### src/rtl/uart_tx_arbiter.sv
// Round-robin arbiter feeding two byte requesters into a single UART transmitter.
// The SEND state holds off new accepts for one full frame plus the stop guard.
//   state | meaning
//   IDLE  | arbitrating; ready is offered to the winning valid requester
//   SEND  | frame in flight; both readys low, counter runs down to zero
module uart_tx_arbiter #(
  parameter int BPS        = 'd9600,
  parameter int CLK_FRE    = 'd200_000_000,
  parameter int STOP_GUARD = 1
) (
  input  logic       sys_clk,
  input  logic       sys_rst,
  input  logic [7:0] req0_data,
  input  logic       req0_valid,
  output logic       req0_ready,
  input  logic [7:0] req1_data,
  input  logic       req1_valid,
  output logic       req1_ready,
  output logic [7:0] uart_tx_data,
  output logic       uart_tx_en,
  output logic       busy,
  output logic       grant_id
);

  localparam int FRAME_CYCLES = (CLK_FRE / BPS) * (10 + STOP_GUARD);
  localparam int CNT_W        = (FRAME_CYCLES > 1) ? $clog2(FRAME_CYCLES) : 1;
  localparam logic [CNT_W-1:0] CNT_LOAD = CNT_W'(FRAME_CYCLES - 1);

  typedef enum logic {
    IDLE = 1'b0,
    SEND = 1'b1
  } state_t;

  state_t           state;
  state_t           state_next;
  logic [CNT_W-1:0] cnt;
  logic             rr_ptr;
  logic             winner;
  logic             xfer;

  // rr_ptr names the preferred requester; it only matters on a tie.
  always_comb begin
    winner = rr_ptr;
    if (req0_valid && !req1_valid) begin
      winner = 1'b0;
    end else if (req1_valid && !req0_valid) begin
      winner = 1'b1;
    end
  end

  assign req0_ready = !sys_rst && (state == IDLE) && (winner == 1'b0) && req0_valid;
  assign req1_ready = !sys_rst && (state == IDLE) && (winner == 1'b1) && req1_valid;
  assign xfer       = req0_ready || req1_ready;
  assign busy       = (state != IDLE);

  always_comb begin
    state_next = state;
    case (state)
      IDLE: if (xfer) state_next = SEND;
      SEND: if (cnt == '0) state_next = IDLE;
      default: state_next = IDLE;
    endcase
  end

  always_ff @(posedge sys_clk) begin
    if (sys_rst) begin
      state        <= IDLE;
      cnt          <= '0;
      rr_ptr       <= 1'b0;
      uart_tx_en   <= 1'b0;
      uart_tx_data <= 8'h00;
      grant_id     <= 1'b0;
    end else begin
      state      <= state_next;
      uart_tx_en <= xfer;
      if (xfer) begin
        uart_tx_data <= winner ? req1_data : req0_data;
        grant_id     <= winner;
        rr_ptr       <= ~winner;
        cnt          <= CNT_LOAD;
      end else if ((state == SEND) && (cnt != '0)) begin
        cnt <= cnt - CNT_W'(1);
      end
    end
  end

endmodule

### config.mk
export PLATFORM = sky130hd
export DESIGN_NAME = uart_tx_arbiter
export DESIGN_NICKNAME = d
export VERILOG_FILES = /design/src/rtl/uart_tx_arbiter.sv
export SDC_FILE = /design/constraint.sdc
export NUM_CORES = 1
export LEC_CHECK = 0
export CORE_UTILIZATION = 50
export CTS_BUF_LIST = sky130_fd_sc_hd__clkbuf_4 sky130_fd_sc_hd__clkbuf_8
export CTS_CLUSTER_SIZE = 28
export DETAILED_ROUTE_END_ITERATION = 7
export GPL_ROUTABILITY_DRIVEN = 1
export GPL_TIMING_DRIVEN = 0
export PLACE_DENSITY_LB_ADDON = 0.08
export SLEW_MARGIN = 20
export SYNTH_ARGS = -nofsm -noshare
export SYNTH_HDL_FRONTEND = slang
export SYNTH_SLANG_ARGS = --single-unit
export TNS_END_PERCENT = 5
### constraint.sdc
create_clock -name sys_clk -period 2.5 [get_ports sys_clk]
set_clock_uncertainty 0.1 [all_clocks]
set_input_delay 0.75 -clock sys_clk [delete_from_list [all_inputs] [get_ports sys_clk]]
set_output_delay 0.75 -clock sys_clk [all_outputs]
set_load 0.01 [all_outputs]
==> run metrics <==
Combinational Power Share=22.4%; Final nets=240; Setup crit end kind=primary output; EDFF count, synth=0; post-route ant nets=0; Rows=19; failing checks=DRC; hold crit path type=reg2reg; H-tree Lvls=2; FILL cells=234; Sw Ratio=28.3%; routed vias/inst=6.67; largest net degree at the start of global routing=11; top cell type's share of synthesized area=38.4%; total number of vias=1,667; global route overflow=0; Inserted Diodes=0; CP Data Arrival Time=1.53 ns; kind of cell adding the most delay to the critical path=buffers and inverters; CP bufs+invs=2; WS Path Type=in2out; P&R area growth vs syn=31.1%; Seq pwr share=40.3%; status=complete, but fails checks; Post-Route Utilization=71.8%; synthesized area per cell=8.73 um2; post-route clock period utilization=95.2%; Post-Synthesis Cells=179; CTS tree=built; measured slew at the worst slew-check pin=0.760 ns; f_max=420 MHz; final setup fails=0; hold buffer count at cts=0; Synth async-reset ratio=0%; Die Height=57.9 um; WP data required=1.65 ns; Synth cell types=44; chip width=57.9 um; Clock power frac=37.3%; Synth area leader=dfxtp_1; P_sw=394 uW; net count after synthesis=201; Period minus WS final=2.38 ns; critical path launch point type=primary input; die area=0.00335 mm2; Yosys warning total=0; gpl congestion=0.888; top post-synthesis cells by area=dfxtp_1 (38%), a222oi_1 (5.1%), nor2_1 (4.3%), nand2_1 (3.8%), o31ai_1 (3.4%); drt drc=2; placed instance area=0.00192 mm2; IO Pins=33; clock buffer depth=2; clk_lat worst skew=0.34 ns; final instance area=0.00205 mm2; sequential area share after synthesis=38.4%; CP max FO=5; Placeable Area=0.00285 mm2; cell area after synthesis=0.00156 mm2; Reg clk slew, reported paths=0.10 ns; CTS root buffer=clkbuf_4; total routed wirelength=4.50 mm; share of cells above drive strength 1=11.9%; First DRT Iteration DRCs=166; GRT Util Overall=28.2%; Avg WL per Cell=18.0 um; DP Wirelength=3.16 mm; Starting Density=54.8%; Leak=0.773 nW; Yosys reg bits=30; commonest cells after routing, fill and taps aside=dfxtp_1 (30), clkdlybuf4s50_1 (27), nor2_1 (17); wire length of the first global-routing pass=7.11 mm; DRT Pass-1 Iters=7; VDD IR-drop max=0.365 mV; Int Power=998 uW; RSZ-0062 raised after global routing=no; final hold violations=0; clock sink count=30; pwr dens=679 mW/mm2; total CTS buffers=5; critical-path cell list=dlygate4sd2_1 > nand2_1 > and3_4 > clkdlybuf4s15_2; Slew HR=49.3%; Largest stage delay, worst path=0.27 ns; initial antenna violation count=0; ys flop type=dfxtp_1; Critical-path top delay cell=dlygate4sd2_1; Max Cap Viol=0; number of global-route vias before repair=1,539; most common cell after layout, fill and taps aside=dfxtp_1; Final Max Slew Viols=0; Port Buf Inserts=32
power by group through the flow:
stage / clock [mW] / sequential [mW] / combinational [mW]
CTS: 0.522 / 0.559 / 0.309
detailed placement: 0 / 0.569 / 0.301
global placement: 0 / 0.565 / 0.293
floorplan: 0 / 0.565 / 0.189
global route: 0.537 / 0.567 / 0.336
finish: 0.519 / 0.561 / 0.311
repair_timing:
action	CTS	global route
buffers inserted	2	0
endpoints found under the setup margin	2	2
gates resized for setup	15	1
pin swaps	3	1
worst paths after layout:
kind	slack (ns)	startpoint	cells past startpoint	endpoint
hold reg to reg	0.39	rr_ptr	1	rr_ptr
hold / removal	0.39	rr_ptr	1	rr_ptr
setup / recovery	0.12	req1_valid	4	req0_ready
setup reg to reg	0.23	cnt[0]	6	cnt[8]
routing by layer:
layer | global-route usage [%] | wire (um) | vias up
li1 | - | - | 775
met5 | 0 | 0 | -
met3 | 7.59 | 406 | 10
met2 | 44.2 | 2200 | 90
met1 | 36.2 | 1830 | 792
met4 | 12.9 | 74 | 0
cell type report:
class | count | area [um2] | share of cell area (%)
Timing Repair Buffer | 34 | 330 | 16.1
Tap cell | 31 | 38.8 | 1.89
Buffer | 7 | 33.8 | 1.65
Clock inverter | 2 | 60.1 | 2.93
Sequential cell | 30 | 601 | 29.3
Clock buffer | 6 | 51.3 | 2.50
Inverter | 5 | 18.8 | 0.916
Multi-Input combinational cell | 135 | 915 | 44.7
Yosys cell counts, types with 3 or more instances:
| master | count |
|---|---|
| dfxtp_1 | 30 |
| nor2_1 | 18 |
| nand2_1 | 16 |
| a21oi_1 | 9 |
| nor3_1 | 9 |
| a222oi_1 | 8 |
| a31oi_1 | 7 |
| o31ai_1 | 7 |
| or4_1 | 6 |
| clkbuf_1 | 5 |
| inv_1 | 5 |
| and3_1 | 4 |
| mux2i_1 | 4 |
| nand2b_1 | 4 |
| nand3_1 | 4 |
| a211oi_1 | 3 |
| buf_2 | 3 |
state kept, by name, summed over array words and instances (netlist names):
name and cells:
busy 1, cnt 18, grant_id 1, rr_ptr 1, uart_tx_data 8, uart_tx_en 1
cells by family (layout without fill, tap and decap cells):
group | after synthesis | after routing | share of synthesized area [%]
AO/OA/AOI/OAI | 48 | 48 | 23.0
adder cells (fa/ha/maj) | 2 | 2 | 1.60
buffers and inverters | 14 | 54 | 3.84
flip-flops | 30 | 30 | 38.4
multiplexers | 4 | 4 | 2.56
AND/OR/NAND/NOR | 81 | 81 | 30.6
metrics by stage:
stage | setup WS [ns] | hold WS, ns | TNS, ns | instances | power, mW
after floorplan | 0.304 | 0.340 | 0 | 179 | 0.754
after global placement | -0.922 | 0.352 | -1.90 | 242 | 0.858
after detailed placement | -1.03 | 0.374 | -2.96 | 242 | 0.870
after CTS | 0.0109 | 0.398 | 0 | 250 | 1.39
after global routing | 0.0698 | 0.409 | 0 | 250 | 1.44
final | 0.120 | 0.393 | 0 | 250 | 1.39
(Power assumes the default switching activity.)
